### src/rtl/program_loader_pkg.sv
// Shared types and constants for the serial program loader.
package program_loader_pkg;

    localparam int WORD_W = 16;

    typedef enum logic [2:0] {
        IDLE  = 3'd0,
        LEN   = 3'd1,
        DATA  = 3'd2,
        CHECK = 3'd3,
        DONE  = 3'd4,
        ERROR = 3'd5
    } state_t;

endpackage

### src/rtl/program_loader_serial_sync.sv
// Two-flop synchronizer for the serial pins plus rising-edge detect on the
// synced strobe. bitValid is a one-clock pulse; bitData is the synced data bit
// at the same time.
module serial_sync (
    input  logic clock,
    input  logic reset_n,
    input  logic serialIn,
    input  logic serialStrobe,
    output logic bitValid,
    output logic bitData
);

    logic [1:0] data_sync;
    logic [2:0] strobe_sync;  // [2] is the previous synced value for edge detect

    // Synchronize both pins with matching depth so data is stable at the strobe edge.
    always_ff @(posedge clock or negedge reset_n) begin
        if (!reset_n) begin
            data_sync   <= '0;
            strobe_sync <= '0;
        end else begin
            data_sync   <= {data_sync[0], serialIn};
            strobe_sync <= {strobe_sync[1:0], serialStrobe};
        end
    end

    assign bitValid = strobe_sync[1] & ~strobe_sync[2];
    assign bitData  = data_sync[1];

endmodule

### src/rtl/program_loader.sv
// Serial program loader: assembles 16-bit words from the bit stream, writes the
// program into instruction memory and releases the CPU once the checksum matches.
module program_loader
    import program_loader_pkg::*;
#(
    parameter int ADDR_W  = 8,
    parameter int TIMEOUT = 1023
) (
    input  logic              clock,
    input  logic              reset_n,
    input  logic              serialIn,
    input  logic              serialStrobe,
    input  logic              start,
    output logic              memWrite,
    output logic [ADDR_W-1:0] memAddress,
    output logic [WORD_W-1:0] memData,
    output logic              cpuHold,
    output logic              loadDone,
    output logic              loadError
);

    localparam int TW = $clog2(TIMEOUT + 1);

    logic              bitValid;
    logic              bitData;
    state_t            state;
    logic [WORD_W-1:0] shift;
    logic [3:0]        bitcnt;
    logic [ADDR_W-1:0] idx;
    logic [ADDR_W:0]   len;
    logic [WORD_W-1:0] sum;
    logic [TW-1:0]     tcnt;

    logic              active;
    logic              wordDone;
    logic [WORD_W-1:0] word;
    logic              tooLong;
    logic              lastWord;

    serial_sync u_sync (
        .clock        (clock),
        .reset_n      (reset_n),
        .serialIn     (serialIn),
        .serialStrobe (serialStrobe),
        .bitValid     (bitValid),
        .bitData      (bitData)
    );

    assign active   = (state == LEN) || (state == DATA) || (state == CHECK);
    assign word     = {shift[WORD_W-2:0], bitData};
    assign wordDone = active && bitValid && (bitcnt == 4'd15);
    // Length limit compared at 17 bits so 2**ADDR_W itself is representable.
    assign tooLong  = {1'b0, word} > (WORD_W + 1)'(1 << ADDR_W);
    assign lastWord = {1'b0, idx} == (len - 1'b1);

    // Frame FSM: shift, counters, checksum, timeout and registered memory/CPU outputs.
    always_ff @(posedge clock or negedge reset_n) begin
        if (!reset_n) begin
            state      <= IDLE;
            shift      <= '0;
            bitcnt     <= '0;
            idx        <= '0;
            len        <= '0;
            sum        <= '0;
            tcnt       <= '0;
            memWrite   <= 1'b0;
            memAddress <= '0;
            memData    <= '0;
            cpuHold    <= 1'b1;
            loadDone   <= 1'b0;
            loadError  <= 1'b0;
        end else begin
            memWrite <= 1'b0;
            if (start) begin
                // start overrides any coincident bit event
                state     <= LEN;
                bitcnt    <= '0;
                idx       <= '0;
                tcnt      <= '0;
                cpuHold   <= 1'b1;
                loadDone  <= 1'b0;
                loadError <= 1'b0;
            end else if (active) begin
                if (bitValid) begin
                    tcnt   <= '0;
                    shift  <= word;
                    bitcnt <= bitcnt + 4'd1;
                end else if (tcnt == TW'(TIMEOUT - 1)) begin
                    state     <= ERROR;
                    loadError <= 1'b1;
                end else begin
                    tcnt <= tcnt + 1'b1;
                end

                if (wordDone) begin
                    case (state)
                        LEN: begin
                            if (tooLong) begin
                                state     <= ERROR;
                                loadError <= 1'b1;
                            end else begin
                                len   <= word[ADDR_W:0];
                                sum   <= '0;
                                state <= (word == '0) ? CHECK : DATA;
                            end
                        end
                        DATA: begin
                            memWrite   <= 1'b1;
                            memAddress <= idx;
                            memData    <= word;
                            sum        <= sum + word;
                            // index stops at the last word so it never wraps
                            if (lastWord) state <= CHECK;
                            else          idx   <= idx + 1'b1;
                        end
                        CHECK: begin
                            if (word == sum) begin
                                state    <= DONE;
                                loadDone <= 1'b1;
                                cpuHold  <= 1'b0;
                            end else begin
                                state     <= ERROR;
                                loadError <= 1'b1;
                            end
                        end
                        default: ;
                    endcase
                end
            end
        end
    end

endmodule
### config.mk
export PLATFORM = sky130hd
export DESIGN_NAME = program_loader
export DESIGN_NICKNAME = d
export VERILOG_FILES = /design/src/rtl/program_loader_pkg.sv /design/src/rtl/program_loader_serial_sync.sv /design/src/rtl/program_loader.sv
export SDC_FILE = /design/constraint.sdc
export NUM_CORES = 1
export LEC_CHECK = 0
export CORE_MARGIN = 2
export CORE_UTILIZATION = 30
export DETAILED_ROUTE_END_ITERATION = 6
export PLACE_DENSITY = 0.5
export SLEW_MARGIN = 20
export SYNTH_ARGS = -nofsm -noshare
export SYNTH_HDL_FRONTEND = slang
export SYNTH_SLANG_ARGS = --single-unit
### constraint.sdc
create_clock -name clock -period 3.2 [get_ports clock]
set_clock_uncertainty 0.1 [all_clocks]
set_input_delay 0.64 -clock clock [delete_from_list [all_inputs] [get_ports clock]]
set_output_delay 0.64 -clock clock [all_outputs]
set_load 0.02 [all_outputs]
==> out/results.tsv, run 1 <==
stage	metric	value	unit
floorplanning	die_w	134.7	um
synthesis	synth_area	5124	um2
detailed_routing	routed_wl	11.66	mm
sta	setup_tns	0	ps
setup_path	setup.worst_path.class	flip-flop to flip-flop	
sta	setup_viol	0	
sta	slew_headroom	56.42	%
cells_and_area	finalInstanceArea	6016	um2
cells_and_area	finalNetCount	577	
synthesis	ys_ff_latch	98	
global_route	grt_pass1_wl	20.40	mm
synthesis	ys_seq_area_share	47.89	%
cells_and_area	mostFrequentLayoutCells	nand2_1, dfrtp_1, nor2_1	
global_route	grt_max_degree	56	
sta	rsz0062_at_grt	no	
outcome	status	finished clean	
clock_network	h-tree-depth	3	
setup_path	reg2regPathDepth	9	
power	power	2918	uW
clock_network	postCtsHoldBufs	0	
global_route	grt_pass1_vias	3940	
synthesis	synthMuxAreaShare	6.081	%
cells_and_area	antenna_cells	0	
sta	finalCritPeriodShare	88.36	%
global_route	antenna_found_initial	0	
power	p_per_area	485.1	nW/um2
setup_path	setup.worst_path.end_class	flip-flop	
detailed_routing	ant_nets	0	
detailed_routing	drt_first_pass_iters	4	
floorplanning	chipHeight	134.7	um
synthesis	syn_area_per_cell	9.872	um2
global_route	grt_overflow	0	
synthesis	yosysWarnings	0	
setup_path	critical_path.slowest_cell	a211oi_4	
setup_path	start_kind	flip-flop	
floorplanning	ios	33	
cells_and_area	area_growth	17.41	%
floorplanning	initial_core_util	30.79	%
detailed_routing	first_iter_violations	151	
synthesis	synthesis.nets	545	
setup_path	cp_max_fo	9	
synthesis	yosys.area_share.simple	20.42	%
detailed_routing	drc	0	
sta	period_needed	2827	ps
sta	fmax	353.7	MHz
clock_network	tritoncts	done	
run	maxCapViolCount	0	
cells_and_area	multi_input_area	2569	um2
setup_path	crit_family	compound AO/OA/AOI/OAI gates	
synthesis	synth-compound-area-share	12.11	%
clock_network	cts.clk_slew.worst_paths	70	ps
sta	slew_viol_final	0	
setup_path	slowest_delay	470	ps
setup_path	timing.rr.end	idx[4]	
place	hpwlAfterDp	8.179	mm
place	placed_area	5705	um2
cells_and_area	layout_commonest_cell	nand2_1	
clock_network	clock-sinks	98	
synthesis	synth-adder-area-share	5.275	%
synthesis	synth_xor_area_share	6.154	%
sta	hold_viol	0	
floorplanning	rows	47	
synthesis	synth_top_family_by_area	simple AND/OR/NAND/NOR gates	
clock_network	clk_path_buf_depth	2	
setup_path	worstPathRequired	3330	ps
clock_network	clkLatencyLatePin	350	ps
detailed_routing	vias	3797	
detailed_routing	avgRoutedWirePerCell	15.02	um
synthesis	synth-main-ff-cell	dfrtp_1	
clock_network	cts_buffers	9	
place	dp_slack	242.1	ps
synthesis	synth_edf_count	0	
sta	fin_hold_ws	189.3	ps
power	vdd_ir_drop_max	0.0002643	V
setup_path	cp_cell_sequence	inv_1, ha_1, nor3b_2, o21ai_1, a211oi_2, a221oi_2, a211oi_4, nand4_1, mux2_1	
worst_hold_path	min_path_type	input port to asynchronous set/reset pin	
setup_path	reg2reg_from	len[0]	
detailed_routing	via_per_inst	4.893	
setup_path	worstPathArrival	2960	ps
sta	tightest_slew	647.7	ps
global_route	grt_usage	14.26	%
place	place.port_buffers	32	
cells_and_area	regArea	2454	um2
sta	layout_setup_ws	372.6	ps
synthesis	ys_types	63	
place	place_congestion	0.8104	
clock_network	clockRootBuffer	clkbuf_16	
floorplanning	die_area	18140	um2
setup_path	ff2ff_setup_slack	370	ps
floorplanning	core	16640	um2
cells_and_area	layout-drive-gt1-share	10.61	%
cells_and_area	fillers	1638	
synthesis	netlist_instances	519	
synthesis	ys_async_sr_fraction	100.0	%
power	cellLeakagePower	0.002801	uW
setup_path	critical_path_buf_inv_count	1	
## final cells by class
type                    instances  area share (%)
multi-input cells             395           42.70
flip-flops and latches         98           40.79
repair buffers                 39           6.364
well taps                     220           4.576
clock buffers                  11           4.035
clock inverters                 5           1.040
inverters                       8          0.4992
## through the flow
step,util (%),cells
2_1_floorplan,-,519
3_3_place_gp,34.28,760
3_5_place_dp,34.28,760
4_1_cts,36.12,776
5_1_grt,36.15,776
6_report,36.15,776
## cells by family (layout without fill, tap and decap cells)
kind of cell	Yosys count	after routing
AND/OR/NAND/NOR	222	222
XOR/XNOR	36	36
multiplexers	28	28
AO/OA/AOI/OAI	88	88
adder cells (fa/ha/maj)	21	21
flip-flops	98	98
buffers and inverters	26	63
## Yosys cell counts (all sizes together) (2+ instances only)
master    n  area share [%]
inv       8            0.59
nand3    11             1.1
a31oi     2            0.24
o31ai     4            0.59
mux2i     3            0.59
nor3      8             1.1
dfrtp    97              47
and3      5            0.66
nor2b     8            0.98
a21oi    15             1.5
a21o     10             1.5
buf       8            0.73
nor4     10             1.5
nor2     47             3.4
a211oi    7             1.5
xor2     22             3.8
and4      2            0.34
nand2b    6            0.73
o21ai    29             2.8
nor3b     3            0.44
or4       3            0.44
nand2   102             7.5
ha       20             4.9
mux2     25             5.5
xnor2    14             2.4
a22o      2            0.34
a221oi    3            0.63
nand4    11             1.3
o21bai    4            0.59
clkbuf   10            0.76
## worst register-to-register path: cells and delay by family, from the launching register on
kind | cells | cell delay (ps)
flops | 1 | 460
compound gates | 4 | 940
buf+inv | 1 | 130
fa+ha+maj | 1 | 260
mux | 1 | 340
simple gates | 2 | 480
## registers in the layout (all words and copies together) (netlist names)
register / count
memWrite: 1
u_sync.data_sync: 2
bitcnt: 4
tcnt: 10
cpuHold: 1
state: 3
len: 9
shift: 15
memData: 16
memAddress: 8
loadDone: 1
idx: 8
loadError: 1
u_sync.strobe_sync: 3
sum: 16
## worst max-delay path by stage
stage / end / from / cells after the start
floorplan: idx[7] / len[0] / 9
global placement: idx[7] / len[0] / 9
detailed placement: idx[4] / len[0] / 9
CTS: idx[4] / len[0] / 9
global route: idx[7] / len[0] / 9
finish: idx[4] / len[0] / 9
## power by group
part	internal, uW	leakage [uW]	switching [uW]
combinational	164	0.00133	207
sequential	1290	0.00132	122
clock	634	0.000148	496
## what timing repair did
action                                  CTS  global route
setup buffers                             0             0
endpoints found under the setup margin    0             2
resized for setup                         0             1
## per-layer routing
metal  up-vias  part of all wire, %  track usage (%)
met3        14                  2.3            2.290
met1      1851                   51            19.93
met4         0                  1.8            5.614
li1       1896                    -                -
met5         -                    0                0
met2        36                   45            22.17
Power figures use the tool's default switching activity.
==> run 2, diff against run 1 <==
GPL_ROUTABILITY_DRIVEN = 0   (was default)
==> results of run 2 <==
No change in the layout: final DEF, timing and power equal those of run 1.
